===== src/rtl/uart_result_sender.sv =====
// Transmit-side sequencer: fetches result bytes from the output RAM and feeds them
// one frame at a time to the UART, reporting completed bytes and a done flag.
module uart_result_sender #(
    parameter int ADDR_W      = 16,
    parameter int DATA_W      = 8,
    parameter int RAM_LATENCY = 1
) (
    input  logic              clk,
    input  logic              rst,
    input  logic              start_send,
    input  logic [ADDR_W-1:0] input_len,
    input  logic [DATA_W-1:0] ram_rdata,
    input  logic              tx_busy,
    input  logic              tx_done,
    output logic [ADDR_W-1:0] ram_addr,
    output logic              ram_rd_en,
    output logic [DATA_W-1:0] tx_byte,
    output logic              tx_dv,
    output logic [ADDR_W-1:0] byte_count,
    output logic              send_done
);

    localparam logic [2:0] S_IDLE     = 3'd0;
    localparam logic [2:0] S_FETCH    = 3'd1;
    localparam logic [2:0] S_WAIT_RAM = 3'd2;
    localparam logic [2:0] S_LOAD     = 3'd3;
    localparam logic [2:0] S_SEND     = 3'd4;
    localparam logic [2:0] S_WAIT_TX  = 3'd5;
    localparam logic [2:0] S_DONE     = 3'd6;

    localparam logic [1:0] LAT_LAST = 2'(RAM_LATENCY);

    logic [2:0]        state_q, state_d;
    logic [ADDR_W-1:0] len_q, len_d;
    logic [ADDR_W-1:0] addr_q, addr_d;
    logic [ADDR_W-1:0] count_q, count_d;
    logic [DATA_W-1:0] byte_q, byte_d;
    logic [1:0]        lat_q, lat_d;
    logic              busy_q, busy_d;

    always_comb begin
        state_d = state_q;
        len_d   = len_q;
        addr_d  = addr_q;
        count_d = count_q;
        byte_d  = byte_q;
        lat_d   = lat_q;
        busy_d  = tx_busy;

        case (state_q)
            S_IDLE: begin
                if (start_send) begin
                    len_d   = input_len;
                    addr_d  = '0;
                    count_d = '0;
                    state_d = (input_len == '0) ? S_DONE : S_FETCH;
                end
            end
            S_FETCH: begin
                // The fetch cycle itself is the first cycle of RAM latency.
                lat_d   = 2'd1;
                state_d = start_send ? S_WAIT_RAM : S_IDLE;
            end
            S_WAIT_RAM: begin
                if (!start_send) begin
                    state_d = S_IDLE;
                end else if (lat_q >= LAT_LAST) begin
                    byte_d  = ram_rdata;
                    state_d = S_LOAD;
                end else begin
                    lat_d = lat_q + 2'd1;
                end
            end
            S_LOAD: begin
                // Registered busy gives the UART a full cycle to settle after a release.
                if (!start_send) begin
                    state_d = S_IDLE;
                end else if (!busy_q) begin
                    state_d = S_SEND;
                end
            end
            S_SEND: begin
                state_d = S_WAIT_TX;
            end
            S_WAIT_TX: begin
                if (tx_done) begin
                    count_d = count_q + ADDR_W'(1);
                    addr_d  = addr_q + ADDR_W'(1);
                    if (!start_send) begin
                        state_d = S_IDLE;
                    end else if (count_q + ADDR_W'(1) == len_q) begin
                        state_d = S_DONE;
                    end else begin
                        state_d = S_FETCH;
                    end
                end
            end
            S_DONE: begin
                if (!start_send) begin
                    state_d = S_IDLE;
                end
            end
            default: state_d = S_IDLE;
        endcase
    end

    always_ff @(posedge clk or posedge rst) begin
        if (rst) begin
            state_q <= S_IDLE;
            len_q   <= '0;
            addr_q  <= '0;
            count_q <= '0;
            byte_q  <= '0;
            lat_q   <= '0;
            busy_q  <= 1'b0;
        end else begin
            state_q <= state_d;
            len_q   <= len_d;
            addr_q  <= addr_d;
            count_q <= count_d;
            byte_q  <= byte_d;
            lat_q   <= lat_d;
            busy_q  <= busy_d;
        end
    end

    assign ram_addr   = addr_q;
    assign ram_rd_en  = (state_q == S_FETCH);
    assign tx_byte    = byte_q;
    assign tx_dv      = (state_q == S_SEND);
    assign byte_count = count_q;
    assign send_done  = (state_q == S_DONE);

endmodule

===== config.mk =====
export PLATFORM = sky130hd
export DESIGN_NAME = uart_result_sender
export DESIGN_NICKNAME = d
export VERILOG_FILES = /design/src/rtl/uart_result_sender.sv
export SDC_FILE = /design/constraint.sdc
export NUM_CORES = 1
export LEC_CHECK = 0
export CAP_MARGIN = 40
export CORE_AREA = 4 4 99 101
export DETAILED_ROUTE_END_ITERATION = 10
export DIE_AREA = 0 0 103 105
export DONT_BUFFER_PORTS = 1
export GPL_TIMING_DRIVEN = 0
export SLEW_MARGIN = 10
export SYNTH_ARGS = -nofsm -noshare
export SYNTH_HDL_FRONTEND = slang
export SYNTH_SLANG_ARGS = --single-unit

===== constraint.sdc =====
create_clock -name clk -period 4.1 [get_ports clk]
set_input_delay 0.615 -clock clk [delete_from_list [all_inputs] [get_ports clk]]
set_output_delay 0.615 -clock clk [all_outputs]
set_load 0.005 [all_outputs]

## Yosys cells after proc, flatten, opt, wreduce, memory -nomap -nowiden

Cells that the tools add are included.

| operators by class | value |
|---|---|
| $add $sub $neg | 3 |
| multipliers | 0 |
| divide/modulo/power cells | 0 |
| order comparisons | 1 |
| equality and inequality tests | 14 |
| shifts and indexed selects | 0 |
| multiplexer cells | 20 |
| bitwise logic cells | 0 |
| reductions and logical operators | 9 |

Operators with widths:

| cell | number |
|---|---|
| case mux 16 bit (2 select lines) | 2 |
| two-way mux 16 bit | 3 |
| adder 16 x 1 -> 16 bit (second input constant) | 2 |
| two-way mux 3 bit | 10 |
| case mux 3 bit (7 select lines) | 1 |
| equality test 16 bit | 1 |
| logical NOT 16 bit | 1 |
| inequality test 2 bit (second input constant) | 5 |
| equality test 3 bit (second input constant) | 3 |
| AND reduction 3 bit | 3 |
| equality test 3 x 2 -> 1 bit (second input constant) | 2 |
| two-way mux 2 bit | 3 |
| inequality test 3 bit (second input constant) | 2 |
| AND reduction 5 bit | 1 |
| case mux 2 bit (2 select lines) | 1 |
| nonzero test 2 bit | 2 |
| equality test 3 x 1 -> 1 bit (second input constant) | 1 |
| logical NOT 3 bit | 1 |
| adder 2 x 1 -> 2 bit (second input constant) | 1 |
| greater-or-equal comparator 2 x 1 -> 1 bit (second input constant) | 1 |
| AND reduction 2 bit | 1 |

| word-level totals | value |
|---|---|
| flip-flop bits (word level) | 62 |
| latch bits | 0 |
| bits in writable memories | 0 |
| ROM bits | 0 |
| input port bits | 29 |
| output and inout port bits | 43 |
| logic and storage cells | 54 |
| memories | 0 |

## Logic depth before layout (Yosys ltp)

Gate-level depths: netlist of run 1.

| logic depth | value |
|---|---|
| depth in word-level cells | 6 |
| gate-level depth with buffers | 8 |
| gate-level depth less buffers | 8 |

## Worst setup path after synthesis of run 1

Ideal clock, no wire load.

| timing path | value |
|---|---|
| kind | reg-to-reg |
| start point | reg count_q[0], in the netlist byte_count[0] |
| end point | reg state_q[0] |
| library setup time | 0.124 ns |
| arrival | 2.623 ns |
| data required time | 3.976 ns |
| setup slack | 1.353 ns |
| cell stages (with the launch flop) | 8 |
| clock period less this slack | 2.747 ns |
| cell sequence | dfrtp_1 -> ha_1 -> nand3_2 -> or3_1 -> xnor2_1 -> or4_1 -> or4_4 -> a211o_1 |

| on the way | value |
|---|---|
| cells in the longest elaborated chain, start to end | 6 |

Ends and longest elaborated chain:

| item | line | RTL |
|---|---|---|
| start: declaration | 36 | `logic [ADDR_W-1:0] count_q, count_d;` |
| start signal: assignment | 120 | `count_q <= count_d;` |
| adder 16 x 1 -> 16 bit | 91 | `end else if (count_q + ADDR_W'(1) == len_q) begin` |
| equality test 16 bit | 91 |  |
| two-way mux 3 bit | 91 |  |
| two-way mux 3 bit | 89 | `if (!start_send) begin` |
| two-way mux 3 bit | 86 | `if (tx_done) begin` |
| case mux 3 bit (7 select lines) | 50 | `case (state_q)` |
| end signal: assignment | 117 | `state_q <= state_d;` |
| end: declaration | 33 | `logic [2:0] state_q, state_d;` |

Every way passes these cells. The select of a mux whose other input is x is not followed.
A chain may end at the register's enable or synchronous reset.

## Worst setup path after layout of run 1

Ends and elaborated chain as after synthesis.

==> impl_metrics.csv, run 1 <==
group,metric,value,unit
run_status,outcome,"complete, no violations",
worst_setup_path,critPathRequiredTime,4.34,ns
clocking,post_cts.repair.setup_buffers,0,
cells_and_area,n_antenna_cell,0,
cells_and_area,fin_nets,427,
sta,min_period,3.105,ns
clocking,insertion_delay,0.35,ns
synthesis,synth_edf_count,0,
cells_and_area,design_area,3852,sq um
synthesis,synth_area,3483,sq um
clocking,clkTransAtPathRegs,0.08,ns
worst_setup_path,reg2regPathDepth,7,
synthesis,async_reset_ff_share,100.0,%
clocking,clock_sinks,62,
global_route,antenna_found_initial,0,
sta,finClkSkew,0.007026,ns
global_route,grt_overflow_total,0,
synthesis,synth_top_flop_cell,"dfrtp_1",
worst_setup_path,crit_path_end_kind,"flop",
sta,worstMarginPinSlew,0.8743,ns
floorplan,die_area,10820,sq um
pwr,ir_worst_vdd,0.2236,mV
synthesis,yosysMostFrequentCell,"nand2_1",
job,maxCapViolCount,0,
synthesis,yosys.area.top_type,"dfrtp_1",
clocking,cts_root_buf,"clkbuf_8",
sta,fmax,322.1,MHz
sta,setup_violations,0,
synthesis,ys_seq_area_share,44.54,%
floorplan,fp-row-count,35,
global_route,grt_pass1_vias,2836,
sta,final-hold-violation-count,0,
global_route,grt_start_max_net_pins,63,
cells_and_area,area_growth_syn_to_layout,10.60,%
placement,place.gp.congestion,0.8215,
clocking,ctsHoldBuffers,0,
floorplan,ios,72,
synthesis,synth-seq-cells,62,
clocking,cts_tree,"yes",
floorplan,fp.dieH,105,microns
clocking,max-clock-path-buffers,2,
synthesis,syn_avg_cell_area,9.071,sq um
clocking,htreeDepth,3,
floorplan,die_w,103,microns
worst_setup_path,crit_fanout,8,
global_route,grt_usage,17.17,%
clocking,cts_resized,0,
sta,whs,0.2615,ns
worst_setup_path,cp-start-kind,"flop",
route,dr_total_vias,2786,
sta,fin_setup_tns,0,ns
floorplan,initial_core_util,38.61,%
synthesis,synth_top_cells_by_count,"76 x nand2_1, 62 x dfrtp_1, 32 x nor2_1",
synthesis,synth.area.top_cells,"dfrtp_1 45%, nand2_1 8.2%, xnor2_1 4.5%",
pwr,leakage,1.649,nW
synthesis,synth_nets,416,
route,wl_per_cell,17.23,microns
synthesis,synth_top_area_share,44.54,%
sta,period_share,75.73,%
clocking,numCtsBuffers,9,
synthesis,ys_warn_count,0,
placement,dp_hpwl,6492,microns
cells_and_area,final_core_util,42.70,%
placement,dpl_cell_area,3625,sq um
pwr,power,2.080,mW
floorplan,core_area,9021,sq um
worst_setup_path,criticalPathCategory,"reg2reg",
sta,slew_viol_final,0,
route,dr.pass1.iters,5,
global_route,grt_pass1_wl,14570,microns
route,drc_errors,0,
sta,rsz0062_at_grt,"no",
route,avgViaCountPerCell,5.452,
route,detail-route-antenna-nets,0,
sta,relSlewSlack,41.56,%
placement,port_buffers,0,
worst_setup_path,cp.arrival,3.35,ns
cells_and_area,nFillCells,906,
synthesis,synthCells,384,
pwr,p_per_area,539.9,nW/um^2
min_path,hp-class,"in2async",
synthesis,yosysUniqueCellTypes,57,
route,drt_iter0_drc,202,
cells_and_area,drive_gt1_share,10.75,%
route,drt_wl_total,8804,microns
## flip-flops by register name, indices dropped and copies added (netlist names)
signal and flops:
ram_addr 16, busy_q 1, state_q 3, len_q 16, tx_byte 8, lat_q 2, byte_count 16
## through the flow
stage          std cells  worst slack (ns)
6_report             511            0.9952
5_1_grt              511            0.7896
4_1_cts              511            0.9730
3_5_place_dp         495            0.9741
3_3_place_gp         495            0.9930
2_1_floorplan        384             1.353
## path summary, 6_finish.rpt
path                       slack [ns]                       from                     end
max                               1.0  byte_count[0]$_DFFE_PP0P_  state_q[0]$_DFFE_PP0P_
min                              0.26                        rst  tx_byte[6]$_DFFE_PP0P_
max reg2reg                       1.0  byte_count[0]$_DFFE_PP0P_  state_q[0]$_DFFE_PP0P_
min reg2reg                      0.50      len_q[12]$_DFFE_PP0P_   len_q[12]$_DFFE_PP0P_
max in group asynchronous        3.32                        rst   len_q[11]$_DFFE_PP0P_
min in group clk                 0.28                    tx_busy        busy_q$_DFF_PP0_
## critical path, stage by stage (launching register included)
cell and delay, ns:
dfrtp_1 0.55, ha_1 0.34, nand3_2 0.23, or3_1 0.46, xnor2_1 0.16, or4_1 0.52, or4_4 0.46, a211o_1 0.27
## power by group
group | switching, mW | total (mW) | internal [mW] | leakage, nW
Sequential | 0.138 | 0.883 | 0.745 | 0.814
Clock | 0.288 | 0.638 | 0.351 | 0.115
Combinational | 0.321 | 0.558 | 0.237 | 0.720
Total | 0.747 | 2.08 | 1.33 | 1.65
## logic make-up (layout without fill, tap and decap cells)
group,Yosys count,after routing,share of synthesized area [%]
flip-flops,62,62,44.54
AND/OR/NAND/NOR,182,182,26.90
XOR/XNOR,32,32,8.046
AO/OA/AOI/OAI,67,67,12.18
multiplexers,9,9,2.874
adder cells (fa/ha/maj),3,3,1.078
buffers and inverters,29,45,4.382
## final cells by class
class	count	area [sq um]	area share, %
multi-input cells	293	1779	46.18
flip-flops and latches	62	1551	40.27
well taps	111	138.9	3.605
clock buffers	9	123.9	3.215
plain buffers	18	111.4	2.891
clock inverters	7	103.9	2.696
inverters	11	43.79	1.137
## routing by layer
layer	global-route usage [%]	vias to the layer above	wire length, microns
met5	0	-	0
met4	5.273	0	170
li1	-	1369	-
met2	27.13	76	4151
met1	21.22	1329	3759
met3	7.076	12	723
## cell usage in the layout, fill, tap and decap left out, drive strengths merged, types with 2 or more instances in the layout
cell type,instances
a21o,4
a21oi,10
a31oi,2
and2,2
and3,2
and4,2
buf,4
bufinv,2
clkbuf,23
clkinv,2
dfrtp,62
ha,3
inv,14
mux2,8
nand2,76
nand2b,3
nand3,19
nand4,7
nor2,33
nor2b,3
nor3,6
nor3b,3
nor4,11
o211ai,4
o21ai,27
o221ai,2
o311ai,3
o31ai,8
or3,6
or4,2
or4b,2
xnor2,18
xor2,14
Power figures use the tool's default switching activity.
==> run 2: changes to the inputs <==
clock period = 2.5 ns   (was 4.1 ns; I/O delays follow)
==> run 2 against run 1 <==
  * The run now ends with setup timing left
  * Maximum frequency is 14% higher
  * Critical path depth unchanged
  * Clock power is 58% higher
  * Final area up 2.6%
  * Global-route usage fell by 0.33 points
  * Sequential power grew 65%
  * Largest cell class unchanged
  * Largest power group unchanged
==> impl_metrics.csv, run 2 (same netlist as run 1, synthesis figures left out) <==
group,metric,value,unit
global_route,grt_usage,16.85,%
floorplan,fp-row-count,35,
sta,final-hold-violation-count,0,
floorplan,ios,72,
floorplan,initial_core_util,38.61,%
global_route,grt_pass1_vias,2820,
worst_setup_path,crit_path_end_kind,"flop",
route,dr.pass1.iters,4,
worst_setup_path,cp-start-kind,"flop",
pwr,switching_power,1.219,mW
pwr,leakage,1.686,nW
cells_and_area,n_antenna_cell,0,
cells_and_area,final_common_cell,"nand2_1",
global_route,antenna_found_initial,0,
sta,setup_violations,3,
route,wl_per_cell,17.14,microns
pwr,clkPwrFrac,29.7,%
clocking,clock_sinks,62,
cells_and_area,fin_nets,434,
cells_and_area,drive_gt1_share,14.25,%
clocking,max-clock-path-buffers,2,
sta,period_share,109.2,%
floorplan,core_area,9021,sq um
placement,dpl_cell_area,3652,sq um
route,drt_iter0_drc,153,
cells_and_area,final_cell_mix,"76 x nand2_1, 60 x dfrtp_1, 32 x nor2_1",
route,detail-route-antenna-nets,0,
pwr,power_frac_seq,42.8,%
worst_setup_path,cp.arrival,2.96,ns
sta,rsz0062_at_grt,"yes",
floorplan,fp.dieH,105,microns
sta,relSlewSlack,44.15,%
route,drt_wl_total,8878,microns
placement,port_buffers,0,
clocking,insertion_delay,0.34,ns
clocking,htreeDepth,3,
pwr,p_per_area,861.4,nW/um^2
cells_and_area,design_area,3953,sq um
sta,fmax,366.4,MHz
min_path,hp-class,"in2async",
global_route,grt_start_max_net_pins,63,
global_route,grt_pass1_wl,14290,microns
sta,slew_viol_final,0,
floorplan,die_w,103,microns
sta,setup_slack,-0.2295,ns
route,drc_errors,0,
pwr,p_sw_share,35.80,%
sta,fin_setup_tns,-0.5340,ns
clocking,clkTransAtPathRegs,0.08,ns
pwr,power_frac_comb,27.6,%
cells_and_area,area_growth_syn_to_layout,13.47,%
run_status,outcome,"finished with violations",
pwr,internal_power,2.186,mW
pwr,ir_worst_vdd,0.3400,mV
sta,finClkSkew,0.01015,ns
placement,dp_slack,-0.2960,ns
floorplan,die_area,10820,sq um
clocking,cts_root_buf,"clkbuf_8",
cells_and_area,final_core_util,43.81,%
placement,place.gp.congestion,0.8412,
clocking,cts_tree,"yes",
worst_setup_path,crit_fanout,8,
route,dr_total_vias,2837,
worst_setup_path,criticalPathCategory,"reg2reg",
global_route,grt_overflow_total,0,
job,maxCapViolCount,0,
run_status,violations,"setup timing",
sta,whs,0.02316,ns
route,avgViaCountPerCell,5.477,
sta,worstMarginPinSlew,0.8300,ns
clocking,numCtsBuffers,9,
sta,min_period,2.730,ns
worst_setup_path,critPathRequiredTime,2.73,ns
placement,dp_hpwl,6507,microns
==> run 2: changes by cell type in the layout (fill, tap and decap cells not counted), moves of 2 or more <==
cell / before / now
buf_4: 0 / 6
clkinvlp_4: 0 / 2
dfrtp_1: 62 / 60
dfrtp_2: 0 / 2
inv_6: 3 / 1
==> run 2: worst max-delay path: stages, from the launching register on <==
cell and delay (ns):
dfrtp_2 0.51, ha_4 0.19, nand3_4 0.11, or3_4 0.40, xnor2_1 0.14, or4_1 0.53
or4_4 0.46, a211o_1 0.28
==> run 2: metal layers <==
metal	routed length, microns	track usage (%)	up-vias
li1	-	-	1383
met1	3931	22.11	1372
met2	4241	26.44	73
met3	613	5.808	9
met4	91	4.255	0
met5	0	0	-
==> run 2: worst paths after layout <==
| kind | startpoint | end | slack [ns] | depth (start not counted) |
|---|---|---|---|---|
| max reg2reg | byte_count[0]$_DFFE_PP0P_ | state_q[0]$_DFFE_PP0P_ | -0.23 | 7 |
| min | rst | lat_q[0]$_DFFE_PP0P_ | 0.02 | 1 |
| max in group asynchronous | rst | byte_count[0]$_DFFE_PP0P_ | 1.89 | 1 |
| min reg2reg | len_q[14]$_DFFE_PP0P_ | len_q[14]$_DFFE_PP0P_ | 0.50 | 2 |
| min in group clk | tx_busy | busy_q$_DFF_PP0_ | 0.05 | 0 |
| max | byte_count[0]$_DFFE_PP0P_ | state_q[0]$_DFFE_PP0P_ | -0.23 | 7 |
==> run 2: power by group through the flow <==
stage	sequential (mW)	combinational (mW)	clock, mW
2_1_floorplan	1.40	0.744	0
3_3_place_gp	1.47	0.897	0
3_5_place_dp	1.47	0.924	0
4_1_cts	1.45	0.933	1.03
5_1_grt	1.49	1.06	1.08
6_report	1.46	0.938	1.01
==> run 2: layout make-up <==
cell class	instances	area [sq um]
Tap cell	111	138.9
Timing Repair Buffer	7	52.55
Inverter	11	43.79
Clock inverter	7	97.59
Buffer	18	112.6
Clock buffer	9	123.9
Multi-Input combinational cell	293	1829
Fill cell	885	5069
Sequential cell	62	1554
==> run 2: repair_timing <==
action / 4_1_cts / 5_1_grt
gates resized for setup: 3 / 4
hold buffers: 0 / 0
buffers inserted: 4 / 2
endpoints found under the setup margin: 5 / 8
pin swaps: 2 / 2
==> run 2: metrics by stage <==
stage | total power [mW] | std cells
floorplan | 2.141 | 384
finish | 3.405 | 518
global placement | 2.363 | 495
detailed placement | 2.399 | 495
global route | 3.623 | 518
CTS | 3.416 | 515
